<file path="src/rtl/mdio_phy_target_if.sv">
// rtl/mdio_phy_target_if.sv - MDIO bus and write-observation signals between controller and PHY target
//
// Signals:
//   MDC      controller -> target  management clock, sampled as data
//   MDIO_OE  controller -> target  high while the controller owns the bus
//   MDIO_OUT controller -> target  serial frame data
//   MDIO_IN  target -> controller  serial read data (idles high)
//   MDIO_DRV target -> controller  high while the target drives MDIO_IN
//   WR_STB   target -> observer    one-CLK pulse per performed register write
//   WR_ADDR  target -> observer    register address of the last write
//   WR_DATA  target -> observer    data of the last write
interface mdio_phy_target_if;
    logic        MDC;
    logic        MDIO_OE;
    logic        MDIO_OUT;
    logic        MDIO_IN;
    logic        MDIO_DRV;
    logic        WR_STB;
    logic [4:0]  WR_ADDR;
    logic [15:0] WR_DATA;

    modport master (
        output MDC, MDIO_OE, MDIO_OUT,
        input  MDIO_IN, MDIO_DRV, WR_STB, WR_ADDR, WR_DATA
    );

    modport slave (
        input  MDC, MDIO_OE, MDIO_OUT,
        output MDIO_IN, MDIO_DRV, WR_STB, WR_ADDR, WR_DATA
    );
endinterface

</file>
<file path="src/rtl/mdio_phy_target.sv">
// rtl/mdio_phy_target.sv - Clause-22 style MDIO PHY management target with 32 x 16-bit register file
//
// Ports:
//   CLK    system clock (MDC is generated from it and is treated as data)
//   RESET  asynchronous active-low reset
//   bus    mdio_phy_target_if.slave: MDC/MDIO_OE/MDIO_OUT in, MDIO_IN/MDIO_DRV out,
//          WR_STB/WR_ADDR/WR_DATA write observation outputs
module mdio_phy_target #(
    parameter logic [4:0]  PHY_ADDR  = 5'd1,
    parameter logic [15:0] PHY_ID_HI = 16'h0022,
    parameter logic [15:0] PHY_ID_LO = 16'h1560
) (
    input  logic             CLK,
    input  logic             RESET,
    mdio_phy_target_if.slave bus
);
    typedef enum logic [3:0] {
        S_IDLE, S_ST1, S_OP, S_PHYAD, S_REGAD, S_TA, S_WDATA, S_RDATA, S_DISCARD
    } state_t;

    state_t      state_q, state_d;
    logic        mdc_q;
    logic [3:0]  cnt_q, cnt_d;
    // Second-phase flag: TA(read) = first fall seen, RDATA = all 16 bits sent,
    // DISCARD = the two TA slots are consumed and the 16 data slots follow.
    logic        phase_q, phase_d;
    logic [11:0] hdr_q, hdr_d;          // {OP, PHYAD, REGAD}
    logic [15:0] sh_q, sh_d;            // write data in / read data out
    logic        mdio_in_q, mdio_in_d;
    logic        mdio_drv_q, mdio_drv_d;
    logic        wr_stb_q, wr_stb_d;
    logic [4:0]  wr_addr_q, wr_addr_d;
    logic [15:0] wr_data_q, wr_data_d;
    logic [15:0] regs_q [32];

    logic        rise, fall, wr_en;
    logic [11:0] hdr_shift;
    logic [15:0] sh_shift;
    logic [15:0] rd_word;

    assign rise      = bus.MDC & ~mdc_q;
    assign fall      = ~bus.MDC & mdc_q;
    assign hdr_shift = {hdr_q[10:0], bus.MDIO_OUT};
    assign sh_shift  = {sh_q[14:0], bus.MDIO_OUT};

    // Read source for the register address completed by the current REGAD bit.
    always_comb begin
        case (hdr_shift[4:0])
            5'd2:    rd_word = PHY_ID_HI;
            5'd3:    rd_word = PHY_ID_LO;
            default: rd_word = regs_q[hdr_shift[4:0]];
        endcase
    end

    always_comb begin
        state_d    = state_q;
        cnt_d      = cnt_q;
        phase_d    = phase_q;
        hdr_d      = hdr_q;
        sh_d       = sh_q;
        mdio_in_d  = mdio_in_q;
        mdio_drv_d = mdio_drv_q;
        wr_stb_d   = 1'b0;
        wr_addr_d  = wr_addr_q;
        wr_data_d  = wr_data_q;
        wr_en      = 1'b0;

        if (rise && !bus.MDIO_OE &&
            state_q != S_IDLE && state_q != S_DISCARD && state_q != S_RDATA) begin
            state_d = S_IDLE;
        end else begin
            case (state_q)
                S_IDLE: begin
                    if (rise && bus.MDIO_OE && !bus.MDIO_OUT) state_d = S_ST1;
                end
                S_ST1: begin
                    if (rise) begin
                        state_d = bus.MDIO_OUT ? S_OP : S_IDLE;
                        cnt_d   = 4'd0;
                    end
                end
                S_OP: begin
                    if (rise) begin
                        hdr_d = hdr_shift;
                        cnt_d = cnt_q + 4'd1;
                        if (cnt_q == 4'd1) begin
                            state_d = S_PHYAD;
                            cnt_d   = 4'd0;
                        end
                    end
                end
                S_PHYAD: begin
                    if (rise) begin
                        hdr_d = hdr_shift;
                        cnt_d = cnt_q + 4'd1;
                        if (cnt_q == 4'd4) begin
                            state_d = S_REGAD;
                            cnt_d   = 4'd0;
                        end
                    end
                end
                S_REGAD: begin
                    if (rise) begin
                        hdr_d = hdr_shift;
                        cnt_d = cnt_q + 4'd1;
                        if (cnt_q == 4'd4) begin
                            cnt_d   = 4'd0;
                            phase_d = 1'b0;
                            if ((hdr_shift[11:10] != 2'b01 && hdr_shift[11:10] != 2'b10) ||
                                hdr_shift[9:5] != PHY_ADDR) begin
                                state_d = S_DISCARD;
                            end else begin
                                state_d = S_TA;
                                sh_d    = rd_word;
                            end
                        end
                    end
                end
                S_TA: begin
                    if (hdr_q[11:10] == 2'b01) begin
                        if (rise) begin
                            cnt_d = cnt_q + 4'd1;
                            if (cnt_q == 4'd1) begin
                                state_d = S_WDATA;
                                cnt_d   = 4'd0;
                            end
                        end
                    end else if (fall) begin
                        if (!phase_q) begin
                            phase_d = 1'b1;
                        end else begin
                            mdio_drv_d = 1'b1;
                            mdio_in_d  = 1'b0;
                            state_d    = S_RDATA;
                            cnt_d      = 4'd0;
                            phase_d    = 1'b0;
                        end
                    end
                end
                S_WDATA: begin
                    if (rise) begin
                        sh_d  = sh_shift;
                        cnt_d = cnt_q + 4'd1;
                        if (cnt_q == 4'd15) begin
                            state_d = S_IDLE;
                            if (hdr_q[4:0] != 5'd2 && hdr_q[4:0] != 5'd3) begin
                                wr_en     = 1'b1;
                                wr_stb_d  = 1'b1;
                                wr_addr_d = hdr_q[4:0];
                                wr_data_d = sh_shift;
                            end
                        end
                    end
                end
                S_RDATA: begin
                    if (fall) begin
                        if (phase_q) begin
                            mdio_drv_d = 1'b0;
                            mdio_in_d  = 1'b1;
                            state_d    = S_IDLE;
                        end else begin
                            mdio_in_d = sh_q[15];
                            sh_d      = {sh_q[14:0], 1'b0};
                            cnt_d     = cnt_q + 4'd1;
                            if (cnt_q == 4'd15) phase_d = 1'b1;
                        end
                    end
                end
                S_DISCARD: begin
                    if (rise) begin
                        cnt_d = cnt_q + 4'd1;
                        if (!phase_q) begin
                            if (cnt_q == 4'd1) begin
                                phase_d = 1'b1;
                                cnt_d   = 4'd0;
                            end
                        end else if (cnt_q == 4'd15) begin
                            state_d = S_IDLE;
                        end
                    end
                end
                default: state_d = S_IDLE;
            endcase
        end
    end

    always_ff @(posedge CLK or negedge RESET) begin
        if (!RESET) begin
            state_q    <= S_IDLE;
            mdc_q      <= 1'b0;
            cnt_q      <= 4'd0;
            phase_q    <= 1'b0;
            hdr_q      <= 12'd0;
            sh_q       <= 16'd0;
            mdio_in_q  <= 1'b1;
            mdio_drv_q <= 1'b0;
            wr_stb_q   <= 1'b0;
            wr_addr_q  <= 5'd0;
            wr_data_q  <= 16'd0;
        end else begin
            state_q    <= state_d;
            mdc_q      <= bus.MDC;
            cnt_q      <= cnt_d;
            phase_q    <= phase_d;
            hdr_q      <= hdr_d;
            sh_q       <= sh_d;
            mdio_in_q  <= mdio_in_d;
            mdio_drv_q <= mdio_drv_d;
            wr_stb_q   <= wr_stb_d;
            wr_addr_q  <= wr_addr_d;
            wr_data_q  <= wr_data_d;
        end
    end

    // Entries 2 and 3 are never written; reads of them come from the ID constants.
    always_ff @(posedge CLK or negedge RESET) begin
        if (!RESET) begin
            for (int i = 0; i < 32; i++) regs_q[i] <= 16'd0;
        end else if (wr_en) begin
            regs_q[hdr_q[4:0]] <= sh_shift;
        end
    end

    assign bus.MDIO_IN  = mdio_in_q;
    assign bus.MDIO_DRV = mdio_drv_q;
    assign bus.WR_STB   = wr_stb_q;
    assign bus.WR_ADDR  = wr_addr_q;
    assign bus.WR_DATA  = wr_data_q;
endmodule
</file>
<file path="src/flat_wrapper.sv">
// flat-port wrapper written by rule: the top's interface ports become plain ports
module mdio_phy_target_flat 
#(
    parameter logic [4:0]  PHY_ADDR  = 5'd1,
    parameter logic [15:0] PHY_ID_HI = 16'h0022,
    parameter logic [15:0] PHY_ID_LO = 16'h1560
)
  (CLK, RESET, bus_MDC, bus_MDIO_OE, bus_MDIO_OUT, bus_MDIO_IN, bus_MDIO_DRV, bus_WR_STB, bus_WR_ADDR, bus_WR_DATA);
  mdio_phy_target_if bus_i ();
  input  logic CLK;
  input  logic RESET;
  input wire logic [$bits(bus_i.MDC)-1:0] bus_MDC;
  input wire logic [$bits(bus_i.MDIO_OE)-1:0] bus_MDIO_OE;
  input wire logic [$bits(bus_i.MDIO_OUT)-1:0] bus_MDIO_OUT;
  output wire logic [$bits(bus_i.MDIO_IN)-1:0] bus_MDIO_IN;
  output wire logic [$bits(bus_i.MDIO_DRV)-1:0] bus_MDIO_DRV;
  output wire logic [$bits(bus_i.WR_STB)-1:0] bus_WR_STB;
  output wire logic [$bits(bus_i.WR_ADDR)-1:0] bus_WR_ADDR;
  output wire logic [$bits(bus_i.WR_DATA)-1:0] bus_WR_DATA;
  assign bus_i.MDC = bus_MDC;
  assign bus_i.MDIO_OE = bus_MDIO_OE;
  assign bus_i.MDIO_OUT = bus_MDIO_OUT;
  assign bus_MDIO_IN = bus_i.MDIO_IN;
  assign bus_MDIO_DRV = bus_i.MDIO_DRV;
  assign bus_WR_STB = bus_i.WR_STB;
  assign bus_WR_ADDR = bus_i.WR_ADDR;
  assign bus_WR_DATA = bus_i.WR_DATA;
  mdio_phy_target #(.PHY_ADDR(PHY_ADDR), .PHY_ID_HI(PHY_ID_HI), .PHY_ID_LO(PHY_ID_LO)) u_core (.CLK(CLK), .RESET(RESET), .bus(bus_i));
endmodule
</file>
<file path="config.mk">
export PLATFORM = sky130hd
export DESIGN_NAME = mdio_phy_target_flat
export DESIGN_NICKNAME = d
export VERILOG_FILES = /design/src/rtl/mdio_phy_target_if.sv /design/src/rtl/mdio_phy_target.sv /design/src/flat_wrapper.sv
export SDC_FILE = /design/constraint.sdc
export NUM_CORES = 1
export LEC_CHECK = 0
export ABC_AREA = 1
export CAP_MARGIN = 20
export CORE_UTILIZATION = 45
export CTS_CLUSTER_SIZE = 8
export DETAILED_ROUTE_END_ITERATION = 7
export SYNTH_ARGS = -nofsm -noshare
export SYNTH_HDL_FRONTEND = slang
export SYNTH_SLANG_ARGS = --single-unit
</file>
<file path="constraint.sdc">
create_clock -name CLK -period 2 [get_ports CLK]
set_clock_uncertainty 0.05 [all_clocks]
set_input_delay 0.2 -clock CLK [delete_from_list [all_inputs] [get_ports CLK]]
set_output_delay 0.2 -clock CLK [all_outputs]
set_load 0.03 [all_outputs]
</file>
==> metrics, run 1 <==
status=finished, violations left; failing checks=setup timing; MaxCap Viol Count=0; Final Max Slew Viols=0; Die Y=244.9 µm; R2R Setup Slk=-220 ps; Routability Congestion=0.9193; overall routing resource usage=30.40%; clk buf depth=3; terminus of the critical flop-to-flop path=u_core.regs_q[41]$_DFFE_PN0P_; Seq/Total Area, Yosys=54.09%; Synth-to-Final Area Change=29.35%; syn nets=3,507; slew margin rel.=between 50% and 60%; final setup violating endpoints=473; CTS H-tree depth=3; floorplan die width=244.9 µm; Post-DRT Antenna Nets=0; synth unique cells=33; Clock Tree Root=clkbuf_16; global-route wire length before repair=139.8 mm; Hold Path Origin=bus_MDC; Critical path origin=u_core.state_q[2]$_DFFE_PN0P_; TritonCTS Buffers=81; CP Launch Type=register; worst path required time=2440 ps; # diodes=0; Final Non-Filler Cells=4,440; most frequent cells after synthesis=nand2_1 (1,524), dfrtp_1 (573), o21ai_0 (523), clkbuf_1 (249), nand3_1 (151); Setup WS post-layout=-217.3 ps; I/O pin total=29; IO Port Bufs=28; share of cells above drive strength 1=18.72%; DR WL/cell=20.84 µm; YS warnings=0; Cells after DPL=4,266; async set-reset flop share out of synthesis=100.0%; DR iter-0 viols=2,238; initial antenna violation count=1; std cell rows=88; Main synth FF type=dfrtp_1; # clock sinks=574; detailed-route DRC error count=0; Syn Inst Count=between 3,000 and 4,000; worst-case reg-to-reg path depth=13; vias=24,585; Max Freq=451.0 MHz; die area=0.05999 mm²; CTS clk-pin slew, worst paths=50 ps; largest net degree at the start of global routing=71; count leader, synth=nand2_1; Hold WC Path Type=primary input to register; worst slew pin tran=roughly 740 ps; Avg Inst Size Synth=7.590 µm²; clk_lat worst skew=620 ps; Final Net Count=3,672; Post-Route Utilization=59.20%; Post-synth EDFFs=0; post-DR vias/cell=5.537; dpl hpwl=54.73 mm; final hold violation count=0; Post-Route WL=about 90 mm; hold path cells=1; #FFs+latches synth=574; CTS tree=done; min cycle time layout=2217 ps; critical path peak fanout=16; setup TNS=-36,550 ps; DP Worst Slack=-478.1 ps; WS Path Type=register to register; drt first pass iters=6; Min-Delay Endpoint=u_core.mdc_q$_DFF_PN0_; Leak=approximately 0.016 µW; top cells by area, synth=dfrtp_1 (54%), nand2_1 (22%), o21ai_0 (9.9%); WP data arrival=2650 ps; synthesized cell area=0.02656 mm²; Congestion Overflow GR=0; origin of the critical flop-to-flop path=u_core.state_q[2]$_DFFE_PN0P_; VDD IR max=1.068 mV; RSZ-0062 raised after global routing=true; Power Density=between 1000 and 1500 mW/mm²; Period Utilization, post-route=110.9%; top-area cell type share of the netlist area=~54%; Critical Path End Type=register; total chip power=about 36,000 µW; Initial Util=45.77%; core area=0.05803 mm²; top cell type by total area after synthesis=dfrtp_1; vias in the first global route=23,849
area by class of cell:
type,instances,area [µm²]
Timing Repair Buffer,368,4604
Tap cell,765,957.2
Inverter,140,561.8
Sequential cell,574,14370
Clock buffer,92,2111
Clock inverter,2,28.78
Multi-Input combinational cell,2499,11720
Fill cell,5056,23670
repair_timing:
| item | CTS | global route |
|---|---|---|
| hold endpoints to repair | 460 | 0 |
| setup buffers | 17 | 27 |
| resized for setup | 227 | 287 |
| gates cloned | 24 | 12 |
| setup endpoints to repair | 505 | 517 |
| hold buffers | 1 | 0 |
| pin swaps | 15 | 32 |
metal layers:
layer	vias to the layer above	part of all wire, %	GRT usage (%)
met5	-	0	0
met4	0	4.8	13.84
met3	245	7.0	4.855
met2	1000	47	49.22
met1	11962	41	40.13
li1	11378	-	-
cell families (layout without fill, tap and decap cells):
kind of cell	after synthesis	after routing	share of synthesized area [%]
DFF	574	574	54.09
and+or+nand+nor	1846	1846	27.26
AOI/OAI and AO/OA	648	648	12.31
adders and majority gates	3	3	0.1414
xor gates and xnor gates	2	2	0.06597
buffers and inverters	426	602	6.134
flip-flops by register name, indices dropped and copies added, names as in the netlist:
signal / count
u_core.regs_q: 512
u_core.bus.MDIO_DRV: 1
u_core.bus.WR_DATA: 16
u_core.cnt_q: 4
u_core.bus.MDIO_IN: 1
u_core.hdr_q: 12
u_core.phase_q: 1
u_core.bus.WR_ADDR: 5
u_core.sh_q: 16
u_core.bus.WR_STB: 1
u_core.state_q: 4
u_core.mdc_q: 1
worst max-delay path: stages (launching register included):
cell	delay [ps]
dfrtp_1	410
inv_2	110
nor2_4	180
nand2_4	80
nand2_4	80
nor2_4	50
buf_6	110
nor4_4	220
buf_6	160
buf_12	180
nand2_8	90
clkbuf_16	220
nand2_2	60
o21ai_0	80
worst max path at each step:
stage / end / slack, ps / cells after the start
2_1_floorplan: u_core.regs_q[130]$_DFFE_PN0P_ / -40 / 10
3_3_place_gp: u_core.sh_q[11]$_DFFE_PN0P_ / -480 / 12
3_5_place_dp: u_core.sh_q[14]$_DFFE_PN0P_ / -480 / 12
4_1_cts: u_core.regs_q[69]$_DFFE_PN0P_ / -190 / 11
5_1_grt: u_core.regs_q[111]$_DFFE_PN0P_ / -260 / 13
6_report: u_core.regs_q[41]$_DFFE_PN0P_ / -220 / 13
placed cells by master (no fill, tap or decap), drive strengths merged, types with 2 or more instances in the layout:
cell / n
clkinv: 2
ha: 3
nor3: 13
nor2: 141
buf: 328
nand2: 1524
o21ai: 548
o22ai: 2
clkbuf: 103
clkdlybuf4s50: 26
nand3: 153
nor4: 8
a31oi: 3
o211ai: 3
bufbuf: 2
a21oi: 88
dfrtp: 573
nand4: 7
inv: 139
through the flow:
| step | instance area (µm²) | hold slack [ps] |
|---|---|---|
| after floorplan | 26590 | -145.6 |
| after global placement | 29540 | 138.1 |
| after detailed placement | 29540 | 137.0 |
| after CTS | 33050 | 19.64 |
| after global routing | 34350 | 36.95 |
| final | 34350 | 51.07 |
power breakdown:
| group | internal (µW) | switching [µW] | total [µW] |
|---|---|---|---|
| clock network | 7310 | 4940 | 12200 |
| logic | 3700 | 7830 | 11500 |
| registers | 12000 | 303 | 12300 |
| total | 23000 | 13100 | 36100 |
Note: power is estimated with default switching activity, not from simulation.
==> inputs of run 2 (changes only) <==
Settings changed: CTS_CLUSTER_DIAMETER set to 80.
==> run 2 against run 1 <==
The flow still finishes with violations (setup timing). Final cell count is 0.16% higher. Non-clock buffer count is 9 higher. Die area stayed put. Critical path depth is 1 lower. Highest routed layer unchanged. Count of clock-buffer cells in the layout is 3 lower. Combinational power hardly changed. Worst hold slack worse by 7.9 ps. Via count is 2.0% higher.
==> metrics, run 2 (synthesis gave the netlist of run 1 again) <==
clk buf depth=3 (unchanged); # diodes=0 (unchanged); CP Launch Type=register; most frequent cells in the layout=nand2_1 (1,365), dfrtp_1 (569), o21ai_0 (346); Die Y=244.9 µm (unchanged); worst path required time=2440 ps (about the same); number of fill cells=4,973 (-1.6%); IO Port Bufs=28 (unchanged); Final Net Count=3,681 (+0.25%); Cells after DPL=4,266 (unchanged); status=finished, violations left; max reg flops=512 (unchanged); DR WL/cell=21.29 µm (+2.2%); CTS H-tree depth=3 (unchanged); Initial Util=45.77% (unchanged); Setup WS post-layout=-186.2 ps (+31.14 ps); Synth-to-Final Area Change=31.70%; Post-Route Utilization=60.27% (+1.1 points); Leak=0.01647 µW (+1.3%); TritonCTS Buffers=81 (unchanged); final setup violating endpoints=488 (+3.2%); MaxCap Viol Count=0 (unchanged); setup TNS=-44,570 ps (-8020 ps); die area=0.05999 mm² (unchanged); detailed-route DRC error count=0 (unchanged); Max Freq=457.4 MHz (+1.4%); core area=0.05803 mm² (unchanged); Congestion Overflow GR=0 (unchanged); Hold WC Path Type=primary input to register; Routability Congestion=0.9193 (unchanged); vias in the first global route=24,116 (+1.1%); final non-filler cell area=0.03497 mm² (+1.8%); commonest non-fill, non-tap cell in the layout=nand2_1; VDD IR max=0.8837 mV (-17%); worst slew pin tran=779.0 ps (+42.05 ps); vias=25,079 (+2.0%); terminus of the critical flop-to-flop path=u_core.regs_q[106]$_DFFE_PN0P_; DR iter-0 viols=2,656 (+19%); initial antenna violation count=2 (+1); std cell rows=88 (unchanged); CTS tree=done; final hold violation count=0 (unchanged); Period Utilization, post-route=109.3% (-1.6 points); R2R Setup Slk=-190 ps (+30 ps); floorplan die width=244.9 µm (unchanged); WP data arrival=2630 ps (-20 ps); Final Max Slew Viols=0 (unchanged); Post-DRT Antenna Nets=0 (unchanged); I/O pin total=29 (unchanged); Min-Delay Endpoint=u_core.mdc_q$_DFF_PN0_; dpl hpwl=54.73 mm (unchanged); RSZ-0062 raised after global routing=true; worst-case reg-to-reg path depth=12 (-1); failing checks=setup timing; global-route wire length before repair=141.5 mm (+1.2%); Top reg by flops=u_core.regs_q; min cycle time layout=2186 ps (-31.14 ps); critical path peak fanout=16 (unchanged); Final Non-Filler Cells=4,447 (+0.16%); # clock sinks=574 (unchanged); Post-Route WL=94.68 mm (+2.4%); CTS clk-pin slew, worst paths=50 ps (about the same); Sequential Area=0.01437 mm² (unchanged); post-DR vias/cell=5.640 (+1.8%); Hold Path Origin=bus_MDC; WS Path Type=register to register; Multi-input gate area=0.01212 mm² (+3.4%); Critical Path End Type=register; hold path cells=1 (unchanged); origin of the critical flop-to-flop path=u_core.state_q[0]$_DFFE_PN0P_; largest net degree at the start of global routing=71 (unchanged); clk_lat worst skew=640 ps (+20 ps); overall routing resource usage=30.75% (+0.36 points); post-place instance area=0.02954 mm² (unchanged); Clock Tree Root=clkbuf_16; share of cells above drive strength 1=20.48% (+1.8 points); slew margin rel.=47.67% (-3.1 points); drt first pass iters=6 (unchanged); Power Density=1035 mW/mm² (-1.4%)
run 2: cell type report:
cell class | instances | area share (%)
inverters | 140 | 1.599
flip-flops and latches | 574 | 41.09
repair buffers | 377 | 13.90
well taps | 765 | 2.737
clock buffers | 89 | 5.910
multi-input cells | 2499 | 34.66
clock inverters | 3 | 0.1073
run 2: report_power, final:
part / leakage (µW) / total, µW / switching (µW) / internal (µW)
clock network: 0.00103 / 12100 / 4960 / 7180
registers: 0.00796 / 12300 / 355 / 12000
logic: 0.00747 / 11700 / 8010 / 3690
run 2: how the worst max path moves through the flow:
stage,startpoint,end,slack (ps),depth (start not counted)
CTS,u_core.cnt_q[0]$_DFFE_PN0P_,u_core.regs_q[260]$_DFFE_PN0P_,-190,11
finish,u_core.state_q[0]$_DFFE_PN0P_,u_core.regs_q[106]$_DFFE_PN0P_,-190,12
global route,u_core.state_q[0]$_DFFE_PN0P_,u_core.regs_q[106]$_DFFE_PN0P_,-270,12
global placement,bus_MDC,u_core.sh_q[11]$_DFFE_PN0P_,-480,12
detailed placement,bus_MDC,u_core.sh_q[14]$_DFFE_PN0P_,-480,12
floorplan,u_core.cnt_q[0]$_DFFE_PN0P_,u_core.regs_q[130]$_DFFE_PN0P_,-40,10
run 2: worst max-delay path, cell delays in order (launching register included):
cell and delay (ps):
dfrtp_2 450, nor2_4 180, nand3_4 110, nand2_4 100, nor2_4 50, buf_6 110
nor4_4 210, buf_6 150, buf_12 160, nand2_4 100, buf_12 190, nand2_1 80
o21ai_1 90
run 2: layer usage:
| layer | vias up | share of wire, % | track usage (%) |
|---|---|---|---|
| met5 | - | 0 | 0 |
| met4 | 0 | 4.3 | 14.06 |
| met3 | 252 | 8.5 | 5.707 |
| met2 | 1201 | 47 | 49.97 |
| met1 | 12198 | 40 | 39.90 |
| li1 | 11428 | - | - |
run 2: repair_timing:
item / in CTS / in global routing
hold buffers: 1 / 0
resized for setup: 286 / 379
pin swaps: 10 / 28
hold endpoints to repair: 460 / 0
cloned: 30 / 18
setup buffers: 16 / 25
setup endpoints to repair: 505 / 515
run 2: stage by stage:
stage,worst slack (ps),power (µW),hold slack [ps]
6_report,-186.2,36190,43.13
5_1_grt,-272.7,37380,37.54
4_1_cts,-190.3,34860,18.38
3_5_place_dp,-478.1,22290,137.0
3_3_place_gp,-479.7,22260,138.1
2_1_floorplan,-38.76,16690,-145.6
